[src/rtl/sram_like_arbiter.sv]
// sram_like_arbiter: shares one sram-like slave port between the instruction
// requester (m0) and the data requester (m1). Address handshakes are granted
// by fixed priority (m1 over m0) and the grant is held until addr_ok. The owner
// of every accepted transaction is queued in order, and each slave data_ok is
// steered back to the master that issued that transaction.
module sram_like_arbiter #(
  parameter int OUTSTANDING = 4,
  parameter int CNT_W       = 3
) (
  input  logic        clk,
  input  logic        reset,
  input  logic        m0_req,
  input  logic        m0_wr,
  input  logic [1:0]  m0_size,
  input  logic [3:0]  m0_wstrb,
  input  logic [31:0] m0_addr,
  input  logic [31:0] m0_wdata,
  output logic        m0_addr_ok,
  output logic        m0_data_ok,
  output logic [31:0] m0_rdata,
  input  logic        m1_req,
  input  logic        m1_wr,
  input  logic [1:0]  m1_size,
  input  logic [3:0]  m1_wstrb,
  input  logic [31:0] m1_addr,
  input  logic [31:0] m1_wdata,
  output logic        m1_addr_ok,
  output logic        m1_data_ok,
  output logic [31:0] m1_rdata,
  output logic        s_req,
  output logic        s_wr,
  output logic [1:0]  s_size,
  output logic [3:0]  s_wstrb,
  output logic [31:0] s_addr,
  output logic [31:0] s_wdata,
  input  logic        s_addr_ok,
  input  logic        s_data_ok,
  input  logic [31:0] s_rdata,
  output logic        busy,
  output logic        resp_err
);

  localparam int PTR_W = $clog2(OUTSTANDING);

  // Owner of each outstanding transaction: 0 = m0, 1 = m1.
  logic [OUTSTANDING-1:0] fifo_r;
  logic [PTR_W-1:0]       rd_ptr_r;
  logic [PTR_W-1:0]       wr_ptr_r;
  logic [CNT_W-1:0]       count_r;
  logic                   lock_valid_r;
  logic                   lock_id_r;
  logic                   resp_err_r;

  logic full_s;
  logic empty_s;
  logic gnt_s;
  logic gnt_req_s;
  logic any_req_s;
  logic push_s;
  logic pop_s;
  logic head_s;

  assign full_s    = (count_r == CNT_W'(OUTSTANDING));
  assign empty_s   = (count_r == CNT_W'(0));
  assign any_req_s = m0_req | m1_req;
  assign gnt_req_s = gnt_s ? m1_req : m0_req;
  assign head_s    = fifo_r[rd_ptr_r];

  // Hold the slave request off while the ID FIFO cannot take another entry.
  assign s_req  = gnt_req_s & ~full_s;
  assign push_s = s_req & s_addr_ok;
  assign pop_s  = s_data_ok & ~empty_s;

  assign m0_addr_ok = push_s & ~gnt_s;
  assign m1_addr_ok = push_s & gnt_s;
  assign m0_data_ok = pop_s & ~head_s;
  assign m1_data_ok = pop_s & head_s;
  assign m0_rdata   = s_rdata;
  assign m1_rdata   = s_rdata;
  assign busy       = ~empty_s;
  assign resp_err   = resp_err_r;

  // Grant selection: a pending lock wins, otherwise data (m1) beats inst (m0).
  always_comb begin
    gnt_s = 1'b0;
    if (lock_valid_r) begin
      gnt_s = lock_id_r;
    end else if (m1_req) begin
      gnt_s = 1'b1;
    end else begin
      gnt_s = 1'b0;
    end
  end

  // Slave request fields follow the granted master; idle bus drives zeros.
  always_comb begin
    s_wr    = 1'b0;
    s_size  = 2'd0;
    s_wstrb = 4'd0;
    s_addr  = 32'd0;
    s_wdata = 32'd0;
    if (any_req_s) begin
      if (gnt_s) begin
        s_wr    = m1_wr;
        s_size  = m1_size;
        s_wstrb = m1_wstrb;
        s_addr  = m1_addr;
        s_wdata = m1_wdata;
      end else begin
        s_wr    = m0_wr;
        s_size  = m0_size;
        s_wstrb = m0_wstrb;
        s_addr  = m0_addr;
        s_wdata = m0_wdata;
      end
    end else begin
      s_wr    = 1'b0;
      s_size  = 2'd0;
      s_wstrb = 4'd0;
      s_addr  = 32'd0;
      s_wdata = 32'd0;
    end
  end

  // ID FIFO, occupancy counter, grant lock and sticky response error.
  always_ff @(posedge clk) begin
    if (reset) begin
      fifo_r       <= {OUTSTANDING{1'b0}};
      rd_ptr_r     <= PTR_W'(0);
      wr_ptr_r     <= PTR_W'(0);
      count_r      <= CNT_W'(0);
      lock_valid_r <= 1'b0;
      lock_id_r    <= 1'b0;
      resp_err_r   <= 1'b0;
    end else begin
      if (push_s) begin
        fifo_r[wr_ptr_r] <= gnt_s;
        wr_ptr_r         <= wr_ptr_r + PTR_W'(1);
      end
      if (pop_s) begin
        rd_ptr_r <= rd_ptr_r + PTR_W'(1);
      end
      case ({push_s, pop_s})
        2'b10:   count_r <= count_r + CNT_W'(1);
        2'b01:   count_r <= count_r - CNT_W'(1);
        default: count_r <= count_r;
      endcase
      // Lock while a request waits for addr_ok; a dropped request or a
      // completed handshake releases it. A full FIFO freezes the lock.
      if (!full_s) begin
        lock_valid_r <= s_req & ~s_addr_ok;
        lock_id_r    <= gnt_s;
      end
      if (s_data_ok && empty_s) begin
        resp_err_r <= 1'b1;
      end
    end
  end

endmodule

[config.mk]
export PLATFORM = sky130hd
export DESIGN_NAME = sram_like_arbiter
export DESIGN_NICKNAME = d
export VERILOG_FILES = /design/src/rtl/sram_like_arbiter.sv
export SDC_FILE = /design/constraint.sdc
export NUM_CORES = 1
export LEC_CHECK = 0
export BUFFER_PORTS_ARGS = -buffer_cell sky130_fd_sc_hd__clkbuf_2
export CORE_AREA = 5 5 122 124
export CTS_CLUSTER_DIAMETER = 120
export DETAILED_ROUTE_END_ITERATION = 6
export DIE_AREA = 0 0 127 129
export GPL_ROUTABILITY_DRIVEN = 0
export PLACE_DENSITY = 0.6
export SLEW_MARGIN = 0
export SYNTH_ARGS = -nofsm -noshare
export SYNTH_HDL_FRONTEND = slang
export SYNTH_SLANG_ARGS = --single-unit
[constraint.sdc]
create_clock -name clk -period 3.35 [get_ports clk]
set_input_delay 0.1675 -clock clk [delete_from_list [all_inputs] [get_ports clk]]
set_output_delay 0.1675 -clock clk [all_outputs]
set_load 0.1 [all_outputs]
## Word-level counts from Yosys, hierarchy flattened

Index checks and enable logic that the tools add are counted.

- Output and inout port bits: 142
- Bits in registers: 14
- Memories: 0
- Bits in latches: 0
- Word-level logic and storage cells: 54
- RAM bits: 0
- Input bits: 180
- Bits in read-only memories: 0

- Bitwise operators: 14
- Shift operators: 0
- Equal/unequal tests: 3
- Reductions and logical operators: 4
- $lt $le $gt $ge: 3
- Mux-type cells: 19
- Multiply operators: 0
- Add/sub/neg operators: 4
- Divide/modulo/power cells: 0

Operators by type and width:

| operator | number |
|---|---|
| $mux 32 | 4 |
| $and 1x1->1 | 8 |
| $mux 4 | 2 |
| $mux 1 | 7 |
| $lt 2x3->1 const B | 2 |
| $pmux 3 s2 | 1 |
| $not 1->1 | 5 |
| $add 2x1->2 const B | 2 |
| $bwmux 4 | 1 |
| $mux 2 | 2 |
| $add 3x1->3 const B | 1 |
| $eq 3x3->1 const B | 1 |
| $logic_not 3->1 | 1 |
| $sub 3x1->3 const B | 1 |
| $bmux 1 s2 | 1 |
| $demux 1 s2 | 1 |
| $eq 2x1->1 const B | 1 |
| $eq 2x2->1 const B | 1 |
| $ge 2x1->1 const B | 1 |
| $logic_and 1x1->1 | 2 |
| $reduce_bool 2->1 | 1 |
| $or 1x1->1 | 1 |

## Depth between registers and ports, before layout

- Word-level depth: 7
- Depth in mapped cells: 10
- Mapped depth without buffers: 10

## Worst setup path after synthesis

OpenSTA, ideal clock, no wires.

- Path type: register to output
- Start: register lock_valid_r
- End: output s_addr[10]
- Cell stages (with the launch flop): 7
- Path buffers: 2
- Data arrival time: 2555 ps
- Slack: 628 ps
- Data required time: 3182 ps
- Cells stage by stage: dfxtp_1 nand2_1 o21a_1 buf_2 clkbuf_1 nand2_1 a21oi_1

- Cells in the longest elaborated chain, start to end: 3

RTL lines:

| what | RTL line | text |
|---|---|---|
| start: declaration | 50 | `logic lock_valid_r;` |
| start signal: assignment | 151 | `lock_valid_r <= s_req & ~s_addr_ok;` |
| $mux 1 | 86 | `if (lock_valid_r) begin` |
| $mux 32 | 103 | `if (gnt_s) begin` |
| $mux 32 | 102 | `if (any_req_s) begin` |
| end: declaration | 34 | `output logic [31:0] s_addr,` |

Every way passes these cells.

## Worst setup path in the final report

- Start: register lock_valid_r
- End: output s_wdata[18]

- Cells in the longest elaborated chain, start to end: 3

RTL lines:

| what | RTL line | text |
|---|---|---|
| $mux 1 | 86 |  |
| $mux 32 | 103 |  |
| $mux 32 | 102 |  |
| end: declaration | 35 | `output logic [31:0] s_wdata,` |

Every way passes these cells.

==> results.yml <==
status:
  status: "finished clean"
timing:
  fin_skew_ns: 0.000907
  hold_violations: 0
  fmax_mhz: 379
  setup_viol: 0
  rsz0062_at_grt: "false"
  post-route-period-util_pct: 78.8
  max-slew-margin-rel_pct: 32.1
  min_period_ns: 2.64
  drv_slew: 0
  tightest_slew_ns: 1.01
  finalSetupTns_ns: 0
clock_network:
  clk_latency_ns: 0.24
  cts_setup_buffers: 0
  tritoncts: "yes"
  postCtsHoldBufs: 0
  cts_buffers: 3
  clockRootBuffer: "clkbuf_16"
  cts.reportedPaths.clkPinSlew_ns: 0.05
  htree_num_levels: 1
  post_cts_resized: 0
  clockBufferDepth: 2
  cts.sinks: 14
worst_hold_path:
  hold_path_class: "primary input to register"
  min-delay-start: "s_data_ok"
  hold_depth: 3
route:
  wl_microns: 10600
  via_per_inst: 4.12
  vias: 2944
  ant_nets: 0
  wl_per_cell_microns: 14.8
  route.detailed.drc: 0
  first_pass_iters: 4
  initialDrtViolationCount: 106
grt:
  grt-ovfl-total: 0
  groute.usage.overall_pct: 11.1
  grt_pass1_wl_microns: 14700
  antenna_found_initial: 0
  grt_max_degree: 43
  grt_pass1_vias: 2635
logic_synthesis:
  postSynthCellCount: 389
  yosysWarnings: 0
  synthArstFlopShare_pct: 0
  ys_ff_latch: 14
  synth_edf_count: 0
  syn_area_per_cell_sq_um: 5.89
  synth.cell_area_sq_um: 2290
  yosysUniqueCellTypes: 30
  synth_nets: 575
  ys_seq_area_share_pct: 12.2
  ys.flop_type: "dfxtp_1"
cells_and_area:
  fill_cells: 1614
  multi_input_area_sq_um: 1410
  fin_nets: 722
  diodes: 0
  seq_area_sq_um: 280
  area_delta_synth_final_pct: 41.0
  final_util_pct: 23.6
  final_common_cell: "clkbuf_2"
  drive_gt1_share_pct: 46.2
  layout_common_cells: "clkbuf_2, nand2_1, a21oi_1, dfxtp_1, nor2_1"
job:
  cap_violations: 0
pwr:
  leakagePower_nw: 1.77
  irDropWorstVdd_mv: 0.435
  power_density_nw_per_um2: 686
worst_setup_path:
  cp.arrival_ns: 2.47
  required_ns: 3.18
  path_class: "register to output port"
  critPathCaptureType: "output port"
  rr_worst_depth: 10
  r2r-start: "count_r[2]"
  startpoint: "lock_valid_r"
  critPathMaxFanout: 38
  start_kind: "register"
die:
  chipWidth_microns: 127
  start_util_pct: 16.8
  boundaryPins: 322
  placementRows: 43
  die_height_microns: 129
  die_area_sq_um: 16400
  core_sq_um: 13700
placed_design:
  port_buffers: 225
  hpwl_microns: 9090
==> Yosys cell counts, types with 2 or more instances <==
library cell  instances  share of area [%]
a21oi_1              75                 16
and2_2                2               0.66
buf_2                14                3.1
buf_4                64                 21
clkbuf_1              9                1.5
dfxtp_1              14                 12
ha_1                  5                2.7
inv_1                 8                1.3
mux2i_1               5                2.2
nand2_1             148                 24
nand2b_1              8                2.2
nor2_1               11                1.8
nor3_1                5                1.1
o21ai_2               2               0.77
or3_2                 2               0.66
xor2_1                3                1.1
==> flip-flops by register name, indices dropped and copies added (netlist names) <==
signal,cells
count_r,3
fifo_r,4
lock_id_r,1
lock_valid_r,1
rd_ptr_r,2
resp_err,1
wr_ptr_r,2
==> per-stage QoR <==
stage | power (mW) | cells | worst slack [ns] | hold WS, ns | instance area [sq um]
CTS | 2.24 | 715 | 0.664 | 0.185 | 3230
floorplan | 2.01 | 389 | 0.628 | 0.308 | 2290
global placement | 1.98 | 711 | 0.884 | 0.336 | 3140
detailed placement | 1.98 | 711 | 0.840 | 0.336 | 3140
finish | 2.21 | 715 | 0.710 | 0.182 | 3230
global route | 2.32 | 715 | 0.513 | 0.203 | 3230
==> layer usage <==
metal  track usage, %  up-vias  share of wire (%)
li1                 -     1473                  -
met1             14.1     1270                 40
met2             18.3      190                 47
met3             4.98       11                 13
met4            0.694        0               0.55
met5                0        -                  0
==> logic make-up after synthesis <==
family                   count (synthesis)  synth area share [%]
XOR/XNOR                                 4                  1.53
AO/OA/AOI/OAI                           82                  19.2
adder cells (fa/ha/maj)                  6                  3.61
flip-flops                              14                  12.2
multiplexers                             7                  3.82
buffers and inverters                   95                  26.8
AND/OR/NAND/NOR                        181                  32.8
==> where the power goes <==
| part | internal, mW | total, mW | switching, mW |
|---|---|---|---|
| combinational | 0.330 | 1.72 | 1.40 |
| sequential | 0.205 | 0.244 | 0.0389 |
| clock | 0.180 | 0.246 | 0.0654 |
| total | 0.715 | 2.21 | 1.50 |
==> critical path, stage by stage (launching register included) <==
cell	delay, ns
dfxtp_1	0.36
o21ai_4	0.81
buf_12	0.28
nand2_1	0.08
a21oi_1	0.16
clkbuf_2	0.52
==> cell type report <==
class                      instances  share of cell area [%]
clock buffer                       4                    2.75
inverter                           8                   0.930
multi-input combinational        280                    43.7
sequential                        14                    8.68
tap                              180                    6.97
timing repair buffer             229                    37.0
==> final timing paths <==
check | end | slack (ns)
min reg2reg | fifo_r[1] | 0.47
min | resp_err | 0.18
max | s_wdata[18] | 0.71
max reg2reg | count_r[2] | 0.84
Note: power is estimated with default switching activity, not from simulation.
